### src/rtl/cp0_exception_unit.sv
// CP0 exception/interrupt responder beside the MEM stage: arbitrates interrupts and exceptions,
// commits SR/Cause/EPC and serves mfc0/mtc0/eret.
module cp0_exception_unit #(
  parameter logic [31:0] PRID       = 32'h0000_7EA7,
  parameter logic [31:0] HANDLER_PC = 32'h0000_4180
) (
  input  logic        clk,
  input  logic        reset,
  input  logic        m_valid,
  input  logic [31:0] pc_m,
  input  logic [4:0]  exc_code_m,
  input  logic        delay_slot_m,
  input  logic [5:0]  hw_int,
  input  logic        cp0_we,
  input  logic [4:0]  cp0_addr,
  input  logic [31:0] cp0_wdata,
  input  logic        eret_m,
  output logic [31:0] cp0_rdata,
  output logic [31:0] epc,
  output logic        exc_req,
  output logic [31:0] handler_pc
);

  localparam logic [4:0] AddrSr    = 5'd12;
  localparam logic [4:0] AddrCause = 5'd13;
  localparam logic [4:0] AddrEpc   = 5'd14;
  localparam logic [4:0] AddrPrid  = 5'd15;

  logic [5:0]  sr_im_q;
  logic        sr_exl_q;
  logic        sr_ie_q;
  logic        cause_bd_q;
  logic [5:0]  cause_ip_q;
  logic [4:0]  cause_exc_q;
  logic [31:0] epc_q;

  logic        int_pend;
  logic        exc_pend;
  logic [4:0]  rec_code;
  logic [31:0] epc_target;
  logic        sr_write;
  logic        epc_write;
  logic        eret_commit;
  logic [31:0] sr_word;
  logic [31:0] cause_word;

  // Interrupt sampling uses the live lines, not the registered IP copy.
  assign int_pend = sr_ie_q & ~sr_exl_q & (|(hw_int & sr_im_q)) & m_valid;
  assign exc_pend = (exc_code_m != 5'd0) & ~sr_exl_q & m_valid;
  assign exc_req  = int_pend | exc_pend;

  assign rec_code   = int_pend ? 5'd0 : exc_code_m;
  assign epc_target = delay_slot_m ? (pc_m - 32'd4) : pc_m;

  // A faulting instruction's own mtc0/eret must not take effect.
  assign sr_write    = cp0_we & ~exc_req & (cp0_addr == AddrSr);
  assign epc_write   = cp0_we & ~exc_req & (cp0_addr == AddrEpc);
  assign eret_commit = eret_m & ~exc_req;

  assign sr_word    = {16'd0, sr_im_q, 8'd0, sr_exl_q, sr_ie_q};
  assign cause_word = {cause_bd_q, 15'd0, cause_ip_q, 3'd0, cause_exc_q, 2'd0};

  always_comb begin
    cp0_rdata = 32'd0;
    unique case (cp0_addr)
      AddrSr:    cp0_rdata = sr_word;
      AddrCause: cp0_rdata = cause_word;
      AddrEpc:   cp0_rdata = epc_q;
      AddrPrid:  cp0_rdata = PRID;
      default:   cp0_rdata = 32'd0;
    endcase
  end

  assign epc        = epc_q;
  assign handler_pc = HANDLER_PC;

  always_ff @(posedge clk) begin
    if (reset) begin
      sr_im_q     <= 6'd0;
      sr_exl_q    <= 1'b0;
      sr_ie_q     <= 1'b0;
      cause_bd_q  <= 1'b0;
      cause_ip_q  <= 6'd0;
      cause_exc_q <= 5'd0;
      epc_q       <= 32'd0;
    end else begin
      cause_ip_q <= hw_int;
      if (exc_req) begin
        sr_exl_q    <= 1'b1;
        cause_exc_q <= rec_code;
        cause_bd_q  <= delay_slot_m;
        epc_q       <= epc_target;
      end else begin
        if (sr_write) begin
          sr_im_q  <= cp0_wdata[15:10];
          sr_exl_q <= cp0_wdata[1];
          sr_ie_q  <= cp0_wdata[0];
        end
        if (epc_write) begin
          epc_q <= cp0_wdata;
        end
        // eret's EXL clear overrides an mtc0-written EXL in the same cycle.
        if (eret_commit) begin
          sr_exl_q <= 1'b0;
        end
      end
    end
  end

endmodule
### config.mk
export PLATFORM = sky130hd
export DESIGN_NAME = cp0_exception_unit
export DESIGN_NICKNAME = d
export VERILOG_FILES = /design/src/rtl/cp0_exception_unit.sv
export SDC_FILE = /design/constraint.sdc
export NUM_CORES = 1
export LEC_CHECK = 0
export ABC_AREA = 1
export BUFFER_PORTS_ARGS = -buffer_cell sky130_fd_sc_hd__buf_2
export CAP_MARGIN = 5
export CORE_MARGIN = 2
export CORE_UTILIZATION = 50
export CTS_BUF_LIST = sky130_fd_sc_hd__clkbuf_4 sky130_fd_sc_hd__clkbuf_8 sky130_fd_sc_hd__clkbuf_16
export CTS_CLUSTER_DIAMETER = 120
export CTS_CLUSTER_SIZE = 8
export DETAILED_ROUTE_END_ITERATION = 6
export GPL_TIMING_DRIVEN = 1
export PLACE_DENSITY = 0.89
export SLEW_MARGIN = 25
export SYNTH_ARGS = -nofsm -noshare
export SYNTH_HDL_FRONTEND = slang
export SYNTH_SLANG_ARGS = --single-unit
### constraint.sdc
create_clock -name clk -period 5.4 [get_ports clk]
set_clock_uncertainty 0.05 [all_clocks]
set_input_delay 1.62 -clock clk [delete_from_list [all_inputs] [get_ports clk]]
set_output_delay 1.62 -clock clk [all_outputs]
set_load 0.02 [all_outputs]
; ---- After elaboration in Yosys (flattened, before gate mapping)
; Index checks and enable logic that the tools add are counted.
[totals]
rom_bits = 0
latchBits = 0
reg_bits = 52
memories = 0
mem_bits_rw = 0
input_bits = 86
[op_classes]
n_eq_ne = 4
n_reduce_logical = 5
magnitude_cmp = 0
n_addsub = 1
n_shift = 0
n_mux = 8
n_bitwise = 13
mul = 0
n_div = 0
[ops]
columns = op, n
row1 = case mux 32 bit (4 select lines), 1
row2 = two-way mux 32 bit, 3
row3 = subtractor 32 x 3 -> 32 bit (second input constant), 1
row4 = equality test 5 x 4 -> 1 bit (second input constant), 4
row5 = AND 1 bit, 9
row6 = AND 6 bit, 1
row7 = OR reduction 6 bit, 1
row8 = two-way mux 5 bit, 1
row9 = nonzero test 5 bit, 1
row10 = two-way mux 1 bit, 3
row11 = nonzero test 3 bit, 1
row12 = inverter 1 bit, 2
row13 = AND reduction 2 bit, 1
row14 = nonzero test 2 bit, 1
row15 = OR 1 bit, 1

; ---- Depth between registers and ports, before layout
; Gate-level depths: netlist (run 1).
[logic_depth]
ltp_word = 11
ltp_mapped = 14
mapped_depth_nobuf = 14

; ---- Least setup slack after synthesis (run 1)
; No wires, ideal clock.
[synth_timing]
kind = in2out
start = input cp0_addr[3]
end = output cp0_rdata[4]
setup_slack_ps = 1119
t_arrival_ps = 2611
cell_stages = 5
n_path_buf = 1
required_ps = 3730
cell_sequence = nand2_1 -> nor2_4 -> nand2_4 -> clkbuf_1 -> o21ai_0
[synth_via]
elab_chain_len = 2
word_cells_on_any_way = 5
cone_classes = 4 x eq/ne / 1 x mux
[synth_rtl]
columns = element, line_no
row1 = from (decl), 15  ; input logic [4:0] cp0_addr,
row2 = equality test 5 x 4 -> 1 bit, 65  ; unique case (cp0_addr)
row3 = case mux 32 bit (4 select lines) (*), 65
row4 = to (decl), 18  ; output logic [31:0] cp0_rdata,
; Every way passes the cells marked *; elsewhere a longest branch is shown, timed or not.

; ---- Worst setup path after layout (run 1)
[layout_timing]
start = input cp0_addr[2]
end = output cp0_rdata[13]
; Same word-level chain as after synthesis.

==> results.txt, run 1 <==
----------------------------------------------------
[Global routing]
  Largest net degree at the start of global routing ... 40
  Wire length of the first global-routing pass ... between 15 and 20 mm
  Global Route Usage Sum ... between 20% and 30%
  Antenna violations before repair ... 0
  Vias in the first global route ... about 3,700
  Global route overflow ... 0

[Floorplan]
  Initial Util ... about half
  CORE AREA ... about 7600 um2
  Number of core rows ... 32
  Vertical extent of the die ... approximately 92 um
  Die boundary width ... 92.5 um
  I/O pin count ... 183
  Area of the die ... 8550 um2

[Clock network]
  Sinks on the clock net ... 52
  # hold bufs at CTS ... 0
  Clock input transition at the sequential cells of the worst setup and hold paths ... 0.10 ns
  Count of cells resized by post-cts repair ... 0
  Clock tree root driver cell ... clkbuf_8
  Clock insertion delay at the later pin of the skew report ... approximately 0.30 ns
  Post-CTS setup buffer count ... 0
  CTS Buffer Depth ... 2
  H-Tree Level Count ... 2
  CTS tree ... built
  Clock buffer count from CTS ... 5

[STA]
  Total Negative Setup Slacks ... 0 ns
  Post-layout minimum cycle time ... ~4.5 ns
  Max frequency ... about 220 MHz
  Final hold vios ... 0
  RSZ-0062 raised after global routing ... false
  Post-route setup slack ... approximately 0.86 ns
  Relative max-transition margin ... approximately two fifths
  Max-slew violation total from the final report ... 0
  Portion of the clock cycle consumed by the worst path in the final layout ... between 80% and 90%
  Slew at the pin closest to its max-slew limit ... 0.875 ns
  Fin Hold WS ... between 0.4 and 0.5 ns
  Total of endpoints with negative setup slack in the final report ... 0

[Yosys]
  Total number of yosys warnings ... 0
  Synth Instances ... roughly 620
  Cell variety after synth ... 42
  Syn Area/Cell ... 6.28 um2
  Register bit total from synthesis ... 52
  Mapped cell area ... around 4000 um2
  Fraction of synthesized cell area taken by the top area cell type ... a little over a quarter
  Proportion of synthesized chip area in sequential cells ... 26.6%
  Cell types with the largest area share after synthesis ... dfxtp_1 (27%), nand2_1 (15%), nor2_1 (8.0%)
  Dominant cell type by area after synthesis ... dfxtp_1

[Routing]
  Antenna-violating nets left ... 0
  DRC violation count after routing ... 0
  Vias per std cell ... around 4.9
  Final wirelength ... ~11 mm
  DR WL/cell ... 12.9 um
  Via total after detailed routing ... 4,185
  Detailed router's first-iteration violation count ... ~240
  TritonRoute pass-1 iters ... 4

[Power]
  Power, Total ... between 0.9 and 1 mW
  Clk network pwr share ... a little under a quarter
  Switching power summed over all nets ... 0.322 mW
  Sequential fraction of design power ... between 40% and 50%
  Worst ir drop on vdd ... about 0.090 mV
  Static Leak ... ~2.4 nW
  Total internal power ... between 0.5 and 0.6 mW
  Part of the power in combinational logic ... roughly 29%
  Switching Share ... 35.5%
  Pwr per Cell Area ... 196 nW/um2

[Placed design]
  Dpl cells ... ~850
  Area after detailed placement ... 4550 um2
  Post-placement setup slack ... just under 0.9 ns
  Port-buffer cells ... 150
  Gp weighted congestion ... just under 1
  Post-DP HPWL ... approximately 8.8 mm

[Critical path]
  Arrival time reported for the critical path endpoint ... ~2.9 ns
  CP Data Required Time ... 3.73 ns
  Number of cells on the worst reg-to-reg path ... 11
  Type of element launching the critical path ... primary input
  CP Capture Type ... output pin
  Crit path max fanout ... 25
  Crit Path Category ... in2out

[Final layout]
  Area growth from synthesis to layout ... 18.4%
  Ratio of cells with drive above 1 in the final layout ... 29.1%
  # nets final ... 846
  Number of cells in the finished layout apart from fillers ... 861
  Antenna diode count ... 0
  Design Area, Final ... ~4600 um2
  Core utilization of the finished layout ... around three fifths

[Worst hold path]
  Hold-critical path depth ... 2
  Class of the tightest hold or removal check ... reg2reg

[Status]
  Outcome ... complete, no violations

[Run]
  Max-cap check violation count ... 0

----------------------------------------------------
## per-layer routing
layer	share of wire [%]	global-route usage (%)	wire, um
met1	43	33.6	4740
met3	8.2	3.50	908
met5	0	0	0
met2	48	43.9	5360
met4	0.56	4.23	62
## sequential cells by signal, indices dropped and copies added (netlist names)
register,cells
cause_ip_q,6
cause_exc_q,5
sr_ie_q,1
sr_exl_q,1
epc,32
sr_im_q,6
cause_bd_q,1
## power groups by stage
stage	Combinational, mW	Clock (mW)	Sequential (mW)
after floorplan	0.162	0	0.462
after CTS	0.260	0.216	0.431
after global routing	0.287	0.233	0.436
after detailed placement	0.259	0	0.440
final	0.260	0.215	0.432
after global placement	0.256	0	0.439
## kinds of logic (layout without fill, tap and decap cells)
group / Yosys count / count (layout) / share of synthesized area (%)
AND/OR/NAND/NOR: 305 / 305 / 34.8
AO/OA/AOI/OAI: 107 / 107 / 16.9
other: 2 / 32 / 0.192
flip-flops: 52 / 52 / 26.6
buffers and inverters: 142 / 248 / 18.0
XOR/XNOR: 14 / 14 / 3.13
adder cells (fa/ha/maj): 1 / 1 / 0.320
## cell type report
cell class	instances	area, um2
Clock inverter	2	12.5
Fill cell	764	3020
Inverter	89	335
Multi-Input combinational cell	459	2280
Sequential cell	52	1040
Timing Repair Buffer	152	766
Tap cell	102	128
Clock buffer	5	68.8
## worst max-delay path: stages
cell	delay, ns
buf_2	0.08
nand2_1	0.10
nor2_4	0.14
nand2_4	0.20
inv_1	0.34
nand2_1	0.09
o2111ai_1	0.11
buf_2	0.20
## worst paths after layout
check	start	end	slack, ns
max	cp0_addr[2]	cp0_rdata[13]	0.86
min	cause_exc_q[1]	cause_exc_q[1]	0.43
max reg2reg	sr_exl_q	epc[29]	3.18
min reg2reg	cause_exc_q[1]	cause_exc_q[1]	0.43
## layout by cell type (no fill, tap or decap), types with 4 or more instances in the layout
| cell | n |
|---|---|
| o21ai_0 | 44 |
| conb_1 | 32 |
| buf_2 | 150 |
| clkbuf_8 | 5 |
| a21oi_1 | 24 |
| nand3_2 | 4 |
| inv_2 | 9 |
| nand4_1 | 5 |
| a211oi_1 | 9 |
| o21ai_1 | 4 |
| nand2_2 | 16 |
| nand3_1 | 17 |
| nor2_1 | 83 |
| nor2_2 | 8 |
| o2111ai_1 | 5 |
| nor2_4 | 6 |
| inv_1 | 79 |
| nand2_1 | 153 |
| dfxtp_1 | 52 |
| a21oi_2 | 10 |
| xor2_1 | 13 |
## synth_stat cells
| master | instances |
|---|---|
| o21bai_1 | 2 |
| o221ai_1 | 3 |
| nor2_1 | 83 |
| nor3_2 | 1 |
| inv_1 | 79 |
| nand3_1 | 17 |
| nor3_4 | 1 |
| a32o_1 | 1 |
| clkbuf_1 | 8 |
| o21ai_0 | 44 |
| nand3_2 | 4 |
| nor2_4 | 6 |
| ha_1 | 1 |
| xor2_1 | 13 |
| buf_2 | 6 |
| nor2_2 | 8 |
| o21ai_1 | 4 |
| a21oi_4 | 1 |
| clkbuf_2 | 1 |
| a211oi_1 | 9 |
| and3_1 | 3 |
| xnor2_1 | 1 |
| a211oi_2 | 1 |
| inv_2 | 9 |
| conb_1 | 2 |
| a21oi_2 | 10 |
| nor3_1 | 3 |
| dfxtp_1 | 52 |
| nand2_2 | 16 |
| a21oi_1 | 24 |
| a22o_1 | 1 |
| nand2_4 | 2 |
| or2_2 | 2 |
| o2111ai_1 | 5 |
| nand3b_1 | 1 |
| o211ai_1 | 1 |
| a31oi_1 | 1 |
| nand4_1 | 5 |
| buf_6 | 5 |
| buf_4 | 33 |
| clkinv_2 | 1 |
| nand2_1 | 153 |
Power figures use the tool's default switching activity.
==> run 2: changes to the inputs <==
--- a/config.mk
+++ b/config.mk
@@ -9,13 +9,13 @@
 export BUFFER_PORTS_ARGS = -buffer_cell sky130_fd_sc_hd__buf_2
 export CAP_MARGIN = 5
 export CORE_MARGIN = 2
-export CORE_UTILIZATION = 50
+export CORE_UTILIZATION = 43
 export CTS_BUF_LIST = sky130_fd_sc_hd__clkbuf_4 sky130_fd_sc_hd__clkbuf_8 sky130_fd_sc_hd__clkbuf_16
 export CTS_CLUSTER_DIAMETER = 120
 export CTS_CLUSTER_SIZE = 8
 export DETAILED_ROUTE_END_ITERATION = 6
 export GPL_TIMING_DRIVEN = 1
-export PLACE_DENSITY = 0.89
+export PLACE_DENSITY = 0.82
 export SLEW_MARGIN = 25
 export SYNTH_ARGS = -nofsm -noshare
 export SYNTH_HDL_FRONTEND = slang
==> constraint.sdc (replaced) <==
create_clock -name clk -period 3.9 [get_ports clk]
set_clock_uncertainty 0.05 [all_clocks]
set_input_delay 1.17 -clock clk [delete_from_list [all_inputs] [get_ports clk]]
set_output_delay 1.17 -clock clk [all_outputs]
set_load 0.02 [all_outputs]
==> run 2 against run 1 <==
Effect of this change:
- via count is 0.36% higher
- cell area grew 1.3%
- worst hold slack barely moved
- count of clock-buffer cells in the layout stayed put
- sequential cell count unchanged
- critical path depth fell by 2
- highest routed layer unchanged
- non-clock buffer count increased by 3
- sequential share of layout area is 0.29 points lower
- die area rose by 16%
- largest cell class unchanged
- clock power rose by 73%
- first-iteration DRC count is 33% higher
- routed wire length rose by 1.6%
- largest power group unchanged
==> results.txt, run 2 (synthesis results as in run 1) <==
----------------------------------------------------
[Floorplan]
  I/O pin count ... 183 (unchanged)
  Die boundary width ... 99.4 um (was 92.5 um)
  Vertical extent of the die ... 99.4 um (was 92.5 um)
  Initial Util ... 44.6% (was 51.2%)
  Number of core rows ... 34 (was 32)
  CORE AREA ... 8760 um2 (was 7650 um2)
  Area of the die ... 9880 um2 (was 8550 um2)

[Routing]
  Vias per std cell ... 4.82 (was 4.86)
  Via total after detailed routing ... 4,200 (was 4,185)
  DRC violation count after routing ... 0 (unchanged)
  DR WL/cell ... 12.9 um (about the same)
  Detailed router's first-iteration violation count ... 316 (was 237)
  TritonRoute pass-1 iters ... 5 (was 4)
  Final wirelength ... 11.2 mm (was 11.1 mm)
  Antenna-violating nets left ... 0 (unchanged)

[STA]
  Final hold vios ... 0 (unchanged)
  Max-slew violation total from the final report ... 0 (unchanged)
  Max frequency ... 288 MHz
  Total of endpoints with negative setup slack in the final report ... 0 (unchanged)
  Portion of the clock cycle consumed by the worst path in the final layout ... between 80 and 90%
  Total Negative Setup Slacks ... 0 ns (unchanged)
  Post-layout minimum cycle time ... between 3 and 4 ns
  RSZ-0062 raised after global routing ... false (unchanged)

[Power]
  Switching power summed over all nets ... 0.453 mW (was 0.322 mW)
  Total internal power ... 0.878 mW (was 0.584 mW)
  Pwr per Cell Area ... 284 nW/um2 (was 196 nW/um2)
  Clk network pwr share ... 27.9% (was 23.7%)
  Static Leak ... 2.42 nW (was 2.39 nW)
  Worst ir drop on vdd ... 0.189 mV (was 0.0899 mV)
  Sequential fraction of design power ... 45.0% (was 47.6%)
  Switching Share ... 34.1% (was 35.5%)
  Part of the power in combinational logic ... 27.1% (was 28.7%)

[Final layout]
  Commonest cells after routing, fill and taps aside ... nand2_1 (153), buf_2 (150), nor2_1 (83) (unchanged)
  Design Area, Final ... 4690 um2 (was 4630 um2)
  Most frequent standard cell in the layout excluding fill and tap cells ... nand2_1 (unchanged)
  # nets final ... 849 (was 846)
  Area growth from synthesis to layout ... 19.9% (was 18.4%)
  Antenna diode count ... 0 (unchanged)
  Ratio of cells with drive above 1 in the final layout ... 29.5% (was 29.1%)
  Flip-flop count of the largest register after layout ... 32 (unchanged)

[Clock network]
  CTS tree ... built (unchanged)
  Clock buffer count from CTS ... 5 (unchanged)
  Post-CTS setup buffer count ... 0 (unchanged)
  Clock tree root driver cell ... clkbuf_8 (unchanged)
  CTS Buffer Depth ... 2 (unchanged)
  Sinks on the clock net ... 52 (unchanged)
  Clock input transition at the sequential cells of the worst setup and hold paths ... 0.10 ns (about the same)
  # hold bufs at CTS ... 0 (unchanged)
  Clock insertion delay at the later pin of the skew report ... 0.31 ns (was 0.30 ns)
  Count of cells resized by post-cts repair ... 0 (unchanged)
  H-Tree Level Count ... 2 (unchanged)

[Critical path]
  Arrival time reported for the critical path endpoint ... 2.25 ns (was 2.87 ns)
  Cell family with most CP delay ... simple AND/OR/NAND/NOR gates (was buffers and inverters)
  Slowest stage delay, CP ... 0.33 ns (was 0.34 ns)
  Type of element launching the critical path ... primary input (unchanged)
  Crit path max fanout ... 11 (was 25)
  Reg-to-reg critical path startpoint ... sr_im_q[2] (was sr_exl_q)
  Crit Path Category ... in2out (unchanged)
  CP Data Required Time ... 2.68 ns (was 3.73 ns)
  Worst path slowest cell ... nand2_1 (was inv_1)
  Critical R2R Capture ... epc[13] (was epc[29])
  Sequence of cells on the critical path ... buf_2 > nand2_1 > nor2_4 > nand2_1 > o221ai_1 > buf_2 (was buf_2 > nand2_1 > nor2_4 > nand2_4 > inv_1 > nand2_1 > o2111ai_1 > buf_2)
  CP Capture Type ... output pin (unchanged)
  Flop2flop setup slack ... 1.95 ns (was 3.18 ns)
  Number of cells on the worst reg-to-reg path ... 10 (was 11)
  Buf+Inv Stages, Crit Path ... 2 (was 3)

[Worst hold path]
  Hold-critical path depth ... 2 (unchanged)
  Endpoint of the worst hold path ... cause_exc_q[1] (unchanged)
  Class of the tightest hold or removal check ... reg2reg (unchanged)
  Startpoint of the lowest-slack hold path ... cause_exc_q[1] (unchanged)

[Global routing]
  Global Route Usage Sum ... 22.2% (was 25.2%)
  Largest net degree at the start of global routing ... 40 (unchanged)
  Antenna violations before repair ... 0 (unchanged)
  Wire length of the first global-routing pass ... 17.8 mm (was 17.4 mm)
  Global route overflow ... 0 (unchanged)
  Vias in the first global route ... 3,681 (was 3,669)

[Placed design]
  Port-buffer cells ... 150 (unchanged)
  Post-DP HPWL ... 9.07 mm (was 8.83 mm)
  Area after detailed placement ... 4580 um2 (was 4550 um2)
  Gp weighted congestion ... 0.928 (was 0.975)

[Status]
  Outcome ... complete, no violations (unchanged)

[Run]
  Max-cap check violation count ... 0 (unchanged)

----------------------------------------------------
[run 2: cell types whose count changed in the layout (fill, tap and decap cells not counted)]
cell	delta
buf_4	+3
bufinv_16	+1
[run 2: worst max-delay path by stage]
stage          slack, ns   startpoint             to  depth (start not counted)
2_1_floorplan       0.52  cp0_addr[3]   cp0_rdata[4]                          5
3_3_place_gp        0.49  cp0_addr[3]  cp0_rdata[12]                          8
3_5_place_dp        0.44  cp0_addr[3]  cp0_rdata[14]                          8
4_1_cts             0.44  cp0_addr[3]  cp0_rdata[14]                          8
5_1_grt             0.31  cp0_addr[3]  cp0_rdata[10]                          8
6_report            0.43  cp0_addr[3]   cp0_rdata[1]                          6
[run 2: cell type report]
class	instances	area, um2
inverter	89	335
clock inverter	3	42.5
multi-input combinational	459	2280
tap	108	135
clock buffer	5	68.8
timing repair buffer	155	788
fill	915	4070
sequential	52	1040
[run 2: metrics by stage]
stage               worst slack [ns]  cells  power (mW)  util, %  hold WS [ns]
floorplan                      0.519    653       0.864        -         0.389
global placement               0.487    863       0.965     52.3         0.405
detailed placement             0.440    863       0.970     52.3         0.410
CTS                            0.440    871        1.34     53.5         0.429
global route                   0.313    871        1.40     53.5         0.447
finish                         0.430    871        1.33     53.5         0.429
[run 2: power groups by stage]
stage	Combinational (mW)	Clock [mW]	Sequential (mW)
after floorplan	0.224	0	0.639
after global placement	0.354	0	0.611
after detailed placement	0.359	0	0.611
after CTS	0.360	0.377	0.599
after global routing	0.399	0.399	0.604
final	0.360	0.371	0.599
[run 2: per-layer routing]
metal | wire, um | up-vias | GRT usage (%)
met5 | 0 | - | 0
met2 | 5270 | 168 | 36.2
met1 | 4970 | 1856 | 31.0
met4 | 143 | 0 | 5.80
met3 | 864 | 12 | 3.16
li1 | - | 2164 | -
[run 2: worst min-delay path, stage by stage (launching register included)]
cell and delay, ns:
dfxtp_1 0.33, nand2_1 0.06, a21oi_1 0.05
